`config.mk`:
```
export PLATFORM = sky130hd
export DESIGN_NAME = booth_mac_ctrl
export DESIGN_NICKNAME = d
export VERILOG_FILES = /design/src/rtl/booth_mac_ctrl.sv
export SDC_FILE = /design/constraint.sdc
export NUM_CORES = 1
export LEC_CHECK = 0
export ABC_AREA = 0
export BUFFER_PORTS_ARGS = -buffer_cell sky130_fd_sc_hd__buf_2
export CORE_AREA = 3 3 115 106
export DETAILED_ROUTE_END_ITERATION = 10
export DIE_AREA = 0 0 118 109
export PLACE_DENSITY = 0.73
export SLEW_MARGIN = 20
export SYNTH_ARGS = -nofsm -noshare
export SYNTH_HDL_FRONTEND = slang
export SYNTH_SLANG_ARGS = --single-unit
```
`constraint.sdc`:
```
create_clock -name clk -period 2.3 [get_ports clk]
set_input_delay 0.23 -clock clk [delete_from_list [all_inputs] [get_ports clk]]
set_output_delay 0.23 -clock clk [all_outputs]
set_load 0.01 [all_outputs]
```
`src/rtl/booth_mac_ctrl.sv`:
```
// Multiply-accumulate sequencer that feeds a 12x12 radix-4 Booth multiplier and sums its products.
// Defining MAC_SATURATE_EN clamps the accumulator on overflow; otherwise it wraps modulo 2^ACC_W.
module booth_mac_ctrl #(
  parameter int ACC_W = 32,
  parameter int CNT_W = 10
) (
  input  logic                    clk,
  input  logic                    rst,
  input  logic                    in_valid,
  output logic                    in_ready,
  input  logic signed [11:0]      in_a,
  input  logic signed [11:0]      in_b,
  input  logic                    in_last,
  output logic                    mult_start,
  output logic signed [11:0]      mult_a,
  output logic signed [11:0]      mult_b,
  input  logic                    mult_ready,
  input  logic signed [23:0]      mult_prod,
  output logic                    out_valid,
  input  logic                    out_ready,
  output logic signed [ACC_W-1:0] out_acc,
  output logic [CNT_W-1:0]        out_count,
  output logic                    out_ovf
);

  typedef enum logic [1:0] {IDLE, START, WAIT, DONE} state_t;

  state_t                  state_q, state_d;
  logic signed [ACC_W-1:0] acc_q, acc_d;
  logic [CNT_W-1:0]        cnt_q, cnt_d;
  logic                    ovf_q, ovf_d;
  logic signed [11:0]      a_q, a_d, b_q, b_d;
  logic                    last_q, last_d;

  logic signed [ACC_W-1:0] prod_ext;
  logic signed [ACC_W-1:0] sum;
  logic                    add_ovf;

  // Signed overflow: both addends share a sign that the sum does not.
  function automatic logic ovf_detect(input logic signed [ACC_W-1:0] x,
                                      input logic signed [ACC_W-1:0] y,
                                      input logic signed [ACC_W-1:0] s);
    return (x[ACC_W-1] == y[ACC_W-1]) && (s[ACC_W-1] != x[ACC_W-1]);
  endfunction

  function automatic logic signed [ACC_W-1:0] sat_clamp(input logic neg);
    return neg ? {1'b1, {(ACC_W-1){1'b0}}} : {1'b0, {(ACC_W-1){1'b1}}};
  endfunction

  assign prod_ext = ACC_W'(mult_prod);
  assign sum      = acc_q + prod_ext;
  assign add_ovf  = ovf_detect(acc_q, prod_ext, sum);

  always_ff @(posedge clk or posedge rst) begin
    if (rst) begin
      state_q <= IDLE;
      acc_q   <= '0;
      cnt_q   <= '0;
      ovf_q   <= 1'b0;
      a_q     <= '0;
      b_q     <= '0;
      last_q  <= 1'b0;
    end else begin
      state_q <= state_d;
      acc_q   <= acc_d;
      cnt_q   <= cnt_d;
      ovf_q   <= ovf_d;
      a_q     <= a_d;
      b_q     <= b_d;
      last_q  <= last_d;
    end
  end

  always_comb begin
    state_d    = state_q;
    acc_d      = acc_q;
    cnt_d      = cnt_q;
    ovf_d      = ovf_q;
    a_d        = a_q;
    b_d        = b_q;
    last_d     = last_q;
    in_ready   = 1'b0;
    mult_start = 1'b0;
    out_valid  = 1'b0;
    case (state_q)
      IDLE: begin
        in_ready = 1'b1;
        if (in_valid) begin
          a_d     = in_a;
          b_d     = in_b;
          last_d  = in_last;
          state_d = START;
        end
      end
      START: begin
        mult_start = 1'b1;
        state_d    = WAIT;
      end
      WAIT: begin
        // Ready is guaranteed low on the first WAIT cycle, so its first high marks the new product.
        if (mult_ready) begin
`ifdef MAC_SATURATE_EN
          acc_d = add_ovf ? sat_clamp(prod_ext[ACC_W-1]) : sum;
`else
          acc_d = sum;
`endif
          ovf_d   = ovf_q | add_ovf;
          cnt_d   = (cnt_q == {CNT_W{1'b1}}) ? cnt_q : cnt_q + 1'b1;
          state_d = last_q ? DONE : IDLE;
        end
      end
      DONE: begin
        out_valid = 1'b1;
        if (out_ready) begin
          acc_d   = '0;
          cnt_d   = '0;
          ovf_d   = 1'b0;
          state_d = IDLE;
        end
      end
      default: state_d = IDLE;
    endcase
  end

  assign mult_a    = a_q;
  assign mult_b    = b_q;
  assign out_acc   = acc_q;
  assign out_count = cnt_q;
  assign out_ovf   = ovf_q;

endmodule

```
# Word-level counts from Yosys, hierarchy flattened
# Index checks and enable logic that the tools add are counted.
[word_totals]
reg_bits = 70
latchBits = 0
ram_bits = 0
romBits = 0
inputBits = 54
output_inout_bits = 70
elab_cells = 45
mem_count = 0
[op_classes]
n_addsub = 2
multipliers = 0
div = 0
magnitude_cmp = 0
n_eq_ne = 10
shift = 0
mux = 18
bitwise = 1
reduce_logical = 7
[op_table]
columns = ["operator", "count"]
rows = [
  ["32-bit two-way mux", 2],
  ["32-bit one-hot mux with 2 select lines", 1],
  ["32-bit by 24-bit adder with 32-bit output", 1],
  ["10-bit two-way mux", 3],
  ["10-bit one-hot mux with 2 select lines", 1],
  ["10-bit by 1-bit adder with 10-bit output (second input constant)", 1],
  ["10-bit equality test (second input constant)", 1],
  ["2-bit two-way mux", 4],
  ["2-bit != test (second input constant)", 4],
  ["2-bit one-hot mux with 4 select lines", 1],
  ["3-bit AND reduction", 2],
  ["1-bit two-way mux", 5],
  ["2-bit equality test (second input constant)", 2],
  ["4-bit AND reduction", 1],
  ["2-bit by 1-bit equality test with 1-bit output (second input constant)", 1],
  ["2-bit zero test", 1],
  ["1-bit one-hot mux with 2 select lines", 1],
  ["2-bit AND reduction", 1],
  ["2-bit nonzero test", 1],
  ["1-bit equality test", 1],
  ["1-bit logical AND", 1],
  ["1-bit != test", 1],
  ["1-bit bitwise OR", 1],
]

# Logic depth before layout (Yosys ltp)
# Gate-level depths: netlist (run 1).
[logic_depth]
ltp_word = 6
ltp_mapped = 10
mapped_depth_nobuf = 10

# Least setup slack after synthesis (run 1)
# No wires, ideal clock.
[synth_timing]
path_type = "register to register"
startpoint = "register acc_q[0], in the netlist out_acc[0]"
endpoint = "register acc_q[28], in the netlist out_acc[28]"
setup_time_ns = 0.129
t_arrival_ns = 2.401
required_time_ns = 2.171
path_slack_ns = -0.230
stages_incl_launch_ff = 11
n_path_buf = 0
path_cell_list = "dfrtp_1 -> ha_1 -> fa_1 -> a21oi_1 -> nor2_1 -> o211ai_1 -> nand2_1 -> a2111o_1 -> a21oi_1 -> xor2_1 -> o21ai_1"
[synth_between]
elab_chain_len = 3
[synth_rtl]
columns = ["item", "line", "rtl"]
rows = [
  ["from (decl)", "29", "logic signed [ACC_W-1:0] acc_q, acc_d;"],
  ["from (signal assigned)", "57", "acc_q <= '0;"],
  ["from (signal assigned)", "65", "acc_q <= acc_d;"],
  ["32-bit by 24-bit adder with 32-bit output", "51", "assign sum = acc_q + prod_ext;"],
  ["32-bit two-way mux", "101", "if (mult_ready) begin"],
  ["32-bit one-hot mux with 2 select lines", "85", "case (state_q)"],
]
# Every way passes these cells. The select of a mux whose other input is x is not followed.
# A chain may end at the register's enable or synchronous reset.

# Worst setup path in the final report (run 1)
# Same ends and word-level chain as after synthesis.

==> run_results.csv, run 1 <==
group,metric,value,unit
run_status,status,"finished with violations",
run_status,violations,"setup timing",
synth,synth_top_cell_area_share,0.398,
timing,worst_pin_slew,673,ps
routing,wl_per_cell,15.6,um
synth,synth_commonest_cells,"70 x dfrtp_1, 65 x nand2_1, 32 x ha_1",
timing,skew,5.83,ps
power,p_leak,3.07,nW
routing,drt-total-wl,12.7,mm
place,place_congestion,0.872,
flow_run,maxCapViolations,0,
layout,area_delta_synth_final,44.7,%
timing,max_freq,0.406,GHz
synth,yosysMostFrequentCell,"dfrtp_1",
clock_tree,tritoncts,"yes",
setup_path,path_delay_family,"compound AO/OA/AOI/OAI gates",
timing,setup_violations,13,
synth,ys_seq_elements,70,
timing,hold_violations,0,
power,pwr_density_cell,1420,mW/mm^2
setup_path,worstSetupStartpointType,"flop",
clock_tree,path_clk_slew,60,ps
layout,instances_no_fill,813,
timing,grt_setup_unrepaired,"true",
synth,netlist_top_cells_area,"dfrtp_1 40%, ha_1 9.1%, mux2_2 6.6%",
synth,syn-mean-instance-area,9.70,um^2
setup_path,slowest_delay,470,ps
clock_tree,ctsRootBufferMaster,"clkbuf_16",
routing,drt_iter0_markers,219,
global_route,grt_max_degree,40,
place,portBuffers,123,
power,total_power,9.05,mW
timing,fin_ws,-161,ps
synth,synth_fa_ha_area_frac,0.0955,
global_route,grt.overflow.total,0,
synth,synth_flop_cell,"dfrtp_1",
clock_tree,clk_latency,340,ps
synth,synth_compound_area_frac,0.199,
synth,synthesis.nets,541,
setup_path,end_kind,"flop",
synth,netlist_instances,454,
place,place_area,0.00573,mm^2
synth,yosysWarnings,0,
routing,via_per_inst,5.17,
synth,synthArstFlopShare,1.00,
place,dpl.cell_count,784,
die,die_h,109,um
clock_tree,clockBufferDepth,2,
clock_tree,numCtsBuffers,9,
global_route,grt_pass1_vias,4427,
synth,ys_types,55,
synth,synth_top_family_by_area,"compound AO/OA/AOI/OAI gates",
routing,ant_nets,0,
worst_hold_path,hp-class,"input pin to flop",
timing,relSlewSlack,0.550,
layout,layout.nets,743,
routing,num_vias,4203,
layout,final_area,0.00637,mm^2
die,initial_core_util,0.402,
routing,drcViolationCount,0,
global_route,grt_pass1_wl,21.0,mm
synth,synth_mux_area_frac,0.0665,
clock_tree,htreeDepth,3,
setup_path,crit_slowest_cell,"a2111o_1",
place,hpwl,9.14,mm
setup_path,cp.buffers_inverters,0,
clock_tree,cts.sinks,70,
synth,synth-edff-count,0,
layout,fill_cells,941,
setup_path,path_max_fanout,3,
layout,antenna_cells,0,
layout,multi_input_area,0.00283,mm^2
setup_path,worstPathArrival,2680,ps
global_route,antenna_found_initial,0,
die,core-area,0.0109,mm^2
synth,yosysTopAreaCell,"dfrtp_1",
synth,synthXorXnorAreaFrac,0.0696,
setup_path,critPathKind,"flop to flop",
die,pin_count,124,
die,fp-row-count,36,
place,place_ws,-219,ps
timing,fin_crit_sh,1.07,
routing,dr.pass1.iters,4,
synth,yosys.area_share.simple,0.144,
layout,layout-drive-gt1-share,0.452,
die,die_area,0.0129,mm^2
synth,synth.yosys.seq_area_share,0.398,
timing,maxSlewViolCount,0,
global_route,grt_usage,0.200,
power,ir_drop,0.000705,V
die,fp.dieW,118,um
setup_path,crit_chain,"ha_2 -> fa_2 -> a21oi_4 -> nor2_2 -> o211ai_1 -> nand2_1 -> a2111o_1 -> a21oi_2 -> xor2_1 -> o21ai_1",
timing,min_period,2460,ps
layout,regArea,0.00175,mm^2
synth,syn_area,0.00440,mm^2
setup_path,cp.required,2520,ps
## final timing paths
path / from / endpoint / slack, ps / depth (start not counted)
setup / recovery: out_acc[0] / out_acc[28] / -160 / 10
hold / removal: out_ready / state_q[0] / 110 / 2
setup reg to reg: out_acc[0] / out_acc[28] / -160 / 10
hold reg to reg: mult_b[3] / mult_b[3] / 510 / 1
max in group asynchronous: rst / out_acc[1] / 1080 / 4
min in group asynchronous: rst / mult_a[11] / 540 / 3
## layer usage
metal,share of wire,routed length [um],GRT usage
met5,0,0,0
met1,0.42,5370,0.238
met2,0.48,6100,0.346
met4,0.019,243,0.0728
met3,0.078,993,0.0612
## flip-flops by register name (all words and copies together), names as in the netlist
name and count:
out_acc 32, mult_a 12, out_ovf 1, last_q 1, mult_b 12, state_q 2
out_count 10
## layout make-up
cell class,instances,share of cell area
timing repair buffer,206,0.199
inverter,9,0.00530
multi-input combinational,360,0.445
sequential,70,0.275
clock buffer,9,0.0353
tap,152,0.0298
clock inverter,7,0.0114
## stage by stage
step	utilization	hold WS, ps	setup TNS (ps)
4_1_cts	0.567	103	-721
2_1_floorplan	-	339	-304
3_3_place_gp	0.524	352	-1190
5_1_grt	0.582	107	-3000
3_5_place_dp	0.524	365	-1780
6_report	0.582	113	-987
## report_power, final
part	leakage, nW	switching (mW)	internal, mW	total, mW
registers	0.873	0.418	1.77	2.19
logic	2.06	2.75	2.71	5.45
clock network	0.142	0.563	0.843	1.41
## worst reg2reg max path: stages (launching register included)
cell and delay [ps]:
dfrtp_1 380, ha_2 190, fa_2 370, a21oi_4 150, nor2_2 60, o211ai_1 210
nand2_1 110, a2111o_1 470, a21oi_2 170, xor2_1 150, o21ai_1 70
## cells in the final DEF, fill, tap and decap left out, types with 5 or more instances in the layout
| cell | count |
|---|---|
| nand3_1 | 11 |
| nand4_1 | 9 |
| o21bai_1 | 6 |
| a21oi_1 | 24 |
| buf_4 | 78 |
| buf_2 | 123 |
| a21oi_2 | 6 |
| nor2b_1 | 5 |
| o21ai_1 | 9 |
| nand2_1 | 65 |
| ha_1 | 21 |
| xor2_1 | 14 |
| clkbuf_16 | 9 |
| nor3_1 | 6 |
| nor2_1 | 27 |
| a21o_1 | 11 |
| a22o_1 | 5 |
| xnor2_1 | 20 |
| ha_4 | 9 |
| inv_1 | 8 |
| dfrtp_1 | 69 |
| o21ai_0 | 23 |
| mux2_2 | 26 |
## kinds of logic after synthesis
| group | Yosys count |
|---|---|
| and+or+nand+nor | 141 |
| AOI/OAI and AO/OA | 125 |
| DFF | 70 |
| xor gates and xnor gates | 35 |
| adders and majority gates | 33 |
| muxes | 26 |
| buffers and inverters | 24 |
## what timing repair did
| action | 4_1_cts | 5_1_grt |
|---|---|---|
| pin swaps | 16 | 24 |
| hold buffers | 1 | 0 |
| hold endpoints to repair | 24 | 0 |
| buffers inserted | 9 | 5 |
| gates resized for setup | 18 | 24 |
| setup endpoints to repair | 17 | 21 |
Note: power is estimated with default switching activity, not from simulation.
==> inputs of run 2 (changes only) <==
==> constraint.sdc (replaced) <==
create_clock -name clk -period 2.3 [get_ports clk]
set_input_delay 0.115 -clock clk [delete_from_list [all_inputs] [get_ports clk]]
set_output_delay 0.115 -clock clk [all_outputs]
set_load 0.01 [all_outputs]
==> run_results.csv, run 2 (synthesized netlist as in run 1, its figures left out) <==
group,metric,value,unit
setup_path,worstPathArrival,2660,ps
layout,final_area,0.00652,mm^2
setup_path,worstSetupStartpointType,"flop",
layout,largest_reg_flops,32,
clock_tree,htreeDepth,3,
setup_path,path_max_fanout,5,
layout,layout-drive-gt1-share,0.476,
routing,num_vias,4368,
setup_path,cp.required,2490,ps
timing,maxSlewViolCount,0,
die,die_h,109,um
setup_path,path_delay_family,"compound AO/OA/AOI/OAI gates",
die,fp.dieW,118,um
clock_tree,ctsRootBufferMaster,"clkbuf_16",
timing,max_freq,0.405,GHz
routing,wl_per_cell,15.9,um
global_route,antenna_found_initial,0,
layout,most-common-layout-cells,"123 x buf_2, 89 x buf_4, 69 x dfrtp_1",
timing,grt_setup_unrepaired,"true",
place,place_ws,-238,ps
clock_tree,tritoncts,"yes",
die,initial_core_util,0.402,
run_status,violations,"setup timing",
place,place_congestion,0.876,
timing,relSlewSlack,0.696,
power,ir_drop,0.000746,V
setup_path,crit_chain,"ha_4 -> a21oi_4 -> o211ai_2 -> nand4_1 -> a21oi_2 -> a31oi_4 -> nor3b_2 -> a2111oi_2 -> o32ai_1",
place,place_area,0.00576,mm^2
routing,via_per_inst,5.28,
routing,drt-total-wl,13.2,mm
clock_tree,path_clk_slew,60,ps
routing,ant_nets,0,
die,pin_count,124,
layout,layout.nets,758,
timing,hold_violations,0,
clock_tree,clk_latency,340,ps
timing,min_period,2470,ps
layout,antenna_cells,0,
layout,instances_no_fill,828,
setup_path,slowest_delay,450,ps
setup_path,end_kind,"flop",
clock_tree,numCtsBuffers,9,
run_status,status,"finished with violations",
power,p_leak,3.15,nW
routing,drt_iter0_markers,195,
flow_run,maxCapViolations,0,
global_route,grt_pass1_vias,4504,
place,hpwl,9.22,mm
global_route,grt_usage,0.201,
die,die_area,0.0129,mm^2
timing,fin_ws,-167,ps
die,fp-row-count,36,
routing,drcViolationCount,0,
place,dpl.cell_count,788,
setup_path,critPathKind,"flop to flop",
setup_path,cp.buffers_inverters,0,
layout,fill_cells,886,
layout,final_common_cell,"buf_2",
timing,fin_crit_sh,1.07,
die,core-area,0.0109,mm^2
clock_tree,cts.sinks,70,
routing,dr.pass1.iters,5,
timing,setup_violations,10,
power,total_power,9.17,mW
global_route,grt_max_degree,53,
place,portBuffers,123,
setup_path,crit_slowest_cell,"dfrtp_2",
global_route,grt_pass1_wl,21.2,mm
worst_hold_path,hp-class,"input pin to flop",
power,pwr_density_cell,1410,mW/mm^2
timing,worst_pin_slew,452,ps
timing,skew,11.0,ps
clock_tree,clockBufferDepth,2,
global_route,grt.overflow.total,0,
layout,area_delta_synth_final,48.0,%
setup_path,reg2reg_slack,-170,ps
## run 2: cell count changes in the layout (fill, tap and decap cells not counted), sizes merged
cell,delta
buf,+13
dlygate4sd3,+2
bufinv,-1
clkbuf,+1
clkinv,+1
inv,-1
## run 2: layout make-up
class	instances	area [um^2]	share of cell area
Clock inverter	6	46.3	0.00710
Sequential cell	70	1750	0.269
Timing Repair Buffer	221	1390	0.213
Multi-Input combinational cell	360	2870	0.440
Clock buffer	10	239	0.0367
Inverter	9	33.8	0.00518
Tap cell	152	190	0.0292
## run 2: layer usage
metal  global-route usage  up-vias  part of all wire
met2                0.352      160              0.49
met3               0.0571       22             0.068
met4               0.0653        0             0.019
met5                    0        -                 0
li1                     -     2085                 -
met1                0.241     2101              0.43
## run 2: timing repair
action / CTS / global route
endpoints found under the setup margin: 17 / 21
buffers inserted: 14 / 8
endpoints found under the hold margin: 20 / 0
pin swaps: 26 / 35
resized for setup: 21 / 31
hold buffers: 3 / 0
## run 2: report_power, final
part | total [mW] | internal (mW) | switching, mW
logic | 5.65 | 2.86 | 2.80
clock network | 1.33 | 0.765 | 0.564
registers | 2.19 | 1.77 | 0.421
total | 9.17 | 5.39 | 3.78
## run 2: per-stage QoR
stage / utilization / hold WS (ps) / TNS, ps
2_1_floorplan: - / 224 / -304
3_3_place_gp: 0.526 / 132 / -787
3_5_place_dp: 0.526 / 142 / -1520
4_1_cts: 0.576 / 2.24 / -763
5_1_grt: 0.596 / 5.67 / -3030
6_report: 0.596 / 10.8 / -1060
## run 2: worst paths after layout
| kind | from | endpoint | depth (start not counted) |
|---|---|---|---|
| hold / removal | in_b[3] | mult_b[3] | 2 |
| hold reg to reg | mult_a[0] | mult_a[0] | 1 |
| min in group asynchronous | rst | out_count[3] | 3 |
| max in group asynchronous | rst | out_acc[1] | 4 |
| setup / recovery | out_acc[1] | out_acc[31] | 9 |
| setup reg to reg | out_acc[1] | out_acc[31] | 9 |
